### config.mk
export PLATFORM = sky130hd
export DESIGN_NAME = if_fetch_queue
export DESIGN_NICKNAME = d
export VERILOG_FILES = /design/src/rtl/if_fetch_queue.sv
export SDC_FILE = /design/constraint.sdc
export NUM_CORES = 1
export LEC_CHECK = 0
export BUFFER_PORTS_ARGS = -buffer_cell sky130_fd_sc_hd__buf_2
export CORE_ASPECT_RATIO = 0.9
export CORE_MARGIN = 2
export CORE_UTILIZATION = 50
export DETAILED_ROUTE_END_ITERATION = 6
export PLACE_DENSITY = 0.78
export RECOVER_POWER = 25
export SETUP_SLACK_MARGIN = 0.02
export SYNTH_ARGS = -nofsm -noshare
export SYNTH_HDL_FRONTEND = slang
export SYNTH_SLANG_ARGS = --single-unit
### constraint.sdc
create_clock -name clk -period 7.8 [get_ports clk]
set_input_delay 1.56 -clock clk [delete_from_list [all_inputs] [get_ports clk]]
set_output_delay 1.56 -clock clk [all_outputs]
set_load 0.1 [all_outputs]
### src/rtl/if_fetch_queue.sv
// Fetch-to-decode decoupling FIFO holding {PC, instr} pairs, with single-cycle flush on redirect.
// Optional same-cycle bypass for an empty queue when FETCH_QUEUE_BYPASS_EN is defined.
module if_fetch_queue #(
  parameter int DEPTH = 4,
  parameter int PTR_W = 2,
  parameter int CNT_W = 3
) (
  input  logic             clk,
  input  logic             reset,
  input  logic             in_valid,
  output logic             in_ready,
  input  logic [31:0]      in_pc,
  input  logic [31:0]      in_instr,
  output logic             out_valid,
  input  logic             out_ready,
  output logic [31:0]      out_pc,
  output logic [31:0]      out_instr,
  input  logic             flush,
  output logic [CNT_W-1:0] count
);

  typedef struct packed {
    logic [31:0] pc;
    logic [31:0] instr;
  } entry_t;

  entry_t            mem_q [DEPTH];
  entry_t            head;
  logic [PTR_W-1:0]  wr_ptr_q, wr_ptr_d;
  logic [PTR_W-1:0]  rd_ptr_q, rd_ptr_d;
  logic [CNT_W-1:0]  count_q, count_d;
  logic              push, pop, bypass_hit, empty;

  assign count = count_q;
  assign empty = (count_q == '0);
  assign head  = mem_q[rd_ptr_q];

  always_comb begin
    in_ready   = (count_q != CNT_W'(DEPTH));
    out_valid  = !empty;
    out_pc     = empty ? 32'h0 : head.pc;
    out_instr  = empty ? 32'h0 : head.instr;
    bypass_hit = 1'b0;
`ifdef FETCH_QUEUE_BYPASS_EN
    // Empty queue: present the incoming pair directly; only store it if decode stalls.
    if (empty && !flush) begin
      out_valid  = in_valid;
      out_pc     = in_valid ? in_pc    : 32'h0;
      out_instr  = in_valid ? in_instr : 32'h0;
      bypass_hit = in_valid & out_ready;
    end
`endif
    push = in_valid & in_ready & ~bypass_hit;
    pop  = out_valid & out_ready & ~bypass_hit;

    wr_ptr_d = wr_ptr_q;
    rd_ptr_d = rd_ptr_q;
    count_d  = count_q;
    if (push) wr_ptr_d = wr_ptr_q + PTR_W'(1);
    if (pop)  rd_ptr_d = rd_ptr_q + PTR_W'(1);
    if (push && !pop)      count_d = count_q + CNT_W'(1);
    else if (pop && !push) count_d = count_q - CNT_W'(1);
    // Redirect wins over everything: any same-cycle push is dropped.
    if (flush) begin
      wr_ptr_d = '0;
      rd_ptr_d = '0;
      count_d  = '0;
    end
  end

  always_ff @(posedge clk or negedge reset) begin
    if (!reset) begin
      wr_ptr_q <= '0;
      rd_ptr_q <= '0;
      count_q  <= '0;
    end else begin
      wr_ptr_q <= wr_ptr_d;
      rd_ptr_q <= rd_ptr_d;
      count_q  <= count_d;
    end
  end

  // Storage is never reset; out_* are masked while empty.
  always_ff @(posedge clk) begin
    if (push && !flush) mem_q[wr_ptr_q] <= '{pc: in_pc, instr: in_instr};
  end

endmodule
# [Word level (Yosys, flattened, before mapping)]
# Memories as Yosys holds them, arrays and structs flattened.
# Cells that the tools add are included.
[totals] reg_bits=7 ram_bits=256 out_inout_bits=69 mem_count=1
[memory_table] memory="mem_q" words=4 width=64 read_ports=1 rd_ports_with_merged_regs=0 write_ports=1 line="27" source="entry_t mem_q [DEPTH];"
[classes] n_addsub=4 eq_ne=1 mux=11 n_bitwise=2 n_reduce_logical=11
[ops] operator="$mux 32" count=2
[ops] operator="$mux 3" count=3
[ops] operator="$mux 2" count=4
[ops] operator="$add 2x1->2 const B" count=2
[ops] operator="$logic_not 1->1" count=4
[ops] operator="$reduce_bool 2->1" count=2
[ops] operator="$add 3x1->3 const B" count=1
[ops] operator="$logic_and 1x1->1" count=3
[ops] operator="$logic_not 3->1" count=1
[ops] operator="$ne 3x3->1 const B" count=1
[ops] operator="$reduce_bool 3->1" count=1
[ops] operator="$sub 3x1->3 const B" count=1
[ops] operator="$and 1x1->1" count=2
[ops] operator="$mux 1" count=2

# [Logic depth before layout (Yosys ltp)]
[depth] word_depth=7 depth_mapped=8 mapped_depth_nobuf=7

# [Worst setup path after synthesis]
# OpenSTA, ideal clock, no wires.
[synth_timing] kind="flip-flop to output port" startpoint="register count_q[0] (netlist: count[0])" endpoint="output port out_instr[22]" arrival_time_ns=3.217 required_time_ns=6.240 setup_slack_ns=3.023 stages_incl_launch_ff=6 n_path_buf=2 path_cell_list="dfrtp_1 -> buf_2 -> nor2_1 -> nand2_1 -> clkbuf_1 -> and2_1"
[synth_between] elab_chain_cells=2
[synth_lines] item="start: declaration" line="31" source="logic [CNT_W-1:0] count_q, count_d;"
[synth_lines] item="start signal: assignment" line="79" source="count_q <= count_d;"
[synth_lines] item="$logic_not 3->1" line="35" source="assign empty = (count_q == '0);"
[synth_lines] item="$mux 32" line="42" source="out_instr = empty ? 32'h0 : head.instr;"
[synth_lines] item="end: declaration" line="17" source="output logic [31:0] out_instr,"
# No other way between the ends.

# [Worst setup path after layout]
[layout_timing] startpoint="register rd_ptr_q[0]" endpoint="output port out_pc[0]"
[layout_between] elab_chain_cells=2
[layout_lines] item="start: declaration" line="30" source="logic [PTR_W-1:0] rd_ptr_q, rd_ptr_d;"
[layout_lines] item="start signal: assignment" line="78" source="rd_ptr_q <= rd_ptr_d;"
[layout_lines] item="$mem_v2 4x64"
[layout_lines] item="$mux 32" line="41" source="out_pc = empty ? 32'h0 : head.pc;"
[layout_lines] item="end: declaration" line="16" source="output logic [31:0] out_pc,"
# No other way between the ends.

==> results.sh <==
export IMPL_path_max_fanout=36
export IMPL_yosysMostFrequentCell="edfxtp_1"
export IMPL_drive_gt1_share_pct=32.74
export IMPL_clk_pin_slew_ns=0.06
export IMPL_diodes=0
export IMPL_crit_arrival_ns=3.16
export IMPL_post_cts_setup_buffer_count=0
export IMPL_finalSetupViolations=0
export IMPL_fillers=1466
export IMPL_synth_edf_count=256
export IMPL_cts_tree="built"
export IMPL_vias=4883
export IMPL_synth_common_cells="256 x edfxtp_1, 68 x and2_1, 64 x mux4_2, 11 x buf_2"
export IMPL_start_kind="flop"
export IMPL_cp_required_ns=6.24
export IMPL_die_x_um=154.6
export IMPL_post_cts_resize_count=0
export IMPL_endpoint_kind="output port"
export IMPL_grt_usage_pct=17.00
export IMPL_drt_wirelength_per_cell_um=20.68
export IMPL_dieArea_um2=21560
export IMPL_seq_area_um2=7870
export IMPL_remaining_drc_errors=0
export IMPL_rsz0062_at_grt="no"
export IMPL_io_buffers=137
export IMPL_max_cap_violations=0
export IMPL_async_flop_share_pct=2.662
export IMPL_first_iter_violations=334
export IMPL_cts_hold_buf=0
export IMPL_die_y_um=139.5
export IMPL_ant_nets=0
export IMPL_worst_slew_pin_transition_ns=1.125
export IMPL_hold_path_class="flop to flop"
export IMPL_viasPerCell=5.581
export IMPL_synth_distinct_cells=30
export IMPL_yosysTopAreaCellShare_pct=75.35
export IMPL_firstDrtPassIters=4
export IMPL_slew_headroom_pct=24.71
export IMPL_wl_mm=18.10
export IMPL_clk_latency_ns=0.52
export IMPL_nets=681
export IMPL_cts_sinks=263
export IMPL_start_util_pct=51.05
export IMPL_coreArea_um2=19990
export IMPL_numCtsBuffers=26
export IMPL_clockBufferDepth=3
export IMPL_gp_congestion=0.7472
export IMPL_syn_num_nets=541
export IMPL_cts_max_level=1
export IMPL_clock_skew_final_ns=0.01853
export IMPL_hold_viol_final=0
export IMPL_overflow=0
export IMPL_syn_inst=467
export IMPL_fp_row_count=49
export IMPL_area_growth_pct=15.35
export IMPL_synth_area_leader_cell="edfxtp_1"
export IMPL_grt_pass1_wl_mm=28.57
export IMPL_synth_main_ff_cell="edfxtp_1"
export IMPL_syn_avg_cell_area_um2=21.85
export IMPL_antenna_found_initial=0
export IMPL_ys_seq_elements=263
export IMPL_outcome="finished clean"
export IMPL_crit_type="flop to output port"
export IMPL_ys_warn_count=0
export IMPL_cts_root_buffer="clkbuf_16"
export IMPL_post_dp_hpwl_mm=10.27
export IMPL_max_freq_mhz=211.7
export IMPL_syn_area_um2=10200
export IMPL_fin_setup_tns_ns=0
export IMPL_multi_input_comb_area_um2=2175
export IMPL_period_share_pct=60.55
export IMPL_yosysSeqAreaShare_pct=77.07
export IMPL_synthTopCellsByArea="edfxtp_1 75%, mux4_2 14%, and2_1 4.2%"
export IMPL_fin_crit_ns=4.723
export IMPL_maxSlewViolCount=0
export IMPL_ios=138
export IMPL_grt_max_degree=66
export IMPL_grt_pass1_vias=5258
==> cells by family (layout without fill, tap and decap cells) <==
| logic type | count (synthesis) | count (layout) | synth area share, % |
|---|---|---|---|
| flip-flops | 263 | 263 | 77.07 |
| AND/OR/NAND/NOR | 83 | 83 | 4.857 |
| AO/OA/AOI/OAI | 14 | 14 | 1.030 |
| XOR/XNOR | 2 | 2 | 0.1717 |
| adder cells (fa/ha/maj) | 5 | 5 | 0.6868 |
| buffers and inverters | 33 | 186 | 1.741 |
| multiplexers | 67 | 67 | 14.45 |
==> registers in the layout, indices dropped and copies added, names as in the netlist <==
name / cells
rd_ptr_q: 2
wr_ptr_q: 2
count: 3
mem_q: 256
==> path summary, 6_finish.rpt <==
path / cells after the start / end / from / slack (ns)
setup / recovery: 4 / out_pc[0] / rd_ptr_q[0] / 3.08
hold / removal: 2 / wr_ptr_q[0] / wr_ptr_q[0] / 0.60
setup reg to reg: 6 / count[2] / count[2] / 5.30
hold reg to reg: 2 / wr_ptr_q[0] / wr_ptr_q[0] / 0.60
max in group asynchronous: 1 / rd_ptr_q[0] / reset / 6.53
min in group asynchronous: 1 / count[1] / reset / 0.94
==> worst max-delay path, stage by stage (launching register included) <==
cell	delay, ns
dfrtp_4	0.83
buf_4	0.70
mux4_2	0.61
and2_1	0.17
buf_2	0.29
==> through the flow <==
step	util, %	hold WS (ns)	cells	instance area, um^2	worst slack [ns]
2_1_floorplan	-	0.5573	467	10200	3.023
3_3_place_gp	55.45	0.5672	834	11080	3.525
3_5_place_dp	55.45	0.5986	834	11080	3.516
4_1_cts	59.13	0.6061	875	11820	2.950
5_1_grt	58.88	0.6300	875	11770	2.808
6_report	58.88	0.5991	875	11770	3.077
==> cell type report <==
| class | count | area share (%) |
|---|---|---|
| clock inverter | 5 | 0.2233 |
| clock buffer | 36 | 6.028 |
| sequential | 263 | 66.87 |
| tap | 255 | 2.711 |
| multi-input combinational | 171 | 18.48 |
| inverter | 7 | 0.2233 |
| timing repair buffer | 138 | 5.465 |
==> cells in the final DEF (no fill, tap or decap), types with 5 or more instances in the layout <==
master / netlist / routed
nor2_1: 8 / 8
edfxtp_1: 256 / 256
buf_2: 11 / 97
mux4_2: 64 / 64
clkbuf_16: 0 / 27
clkbuf_1: 8 / 49
inv_1: 7 / 7
dfrtp_1: 7 / 5
and2_1: 68 / 64
==> routing by layer <==
metal,up-vias,track usage [%],wire length [um]
met1,2562,22.23,7508
li1,2159,-,-
met4,0,3.899,342
met2,135,29.63,9303
met5,-,0,0
met3,27,3.613,942
Power is left out: the tool's default activity adds up to more than one toggle a clock period on the data nets, which glitch-free logic cannot reach.
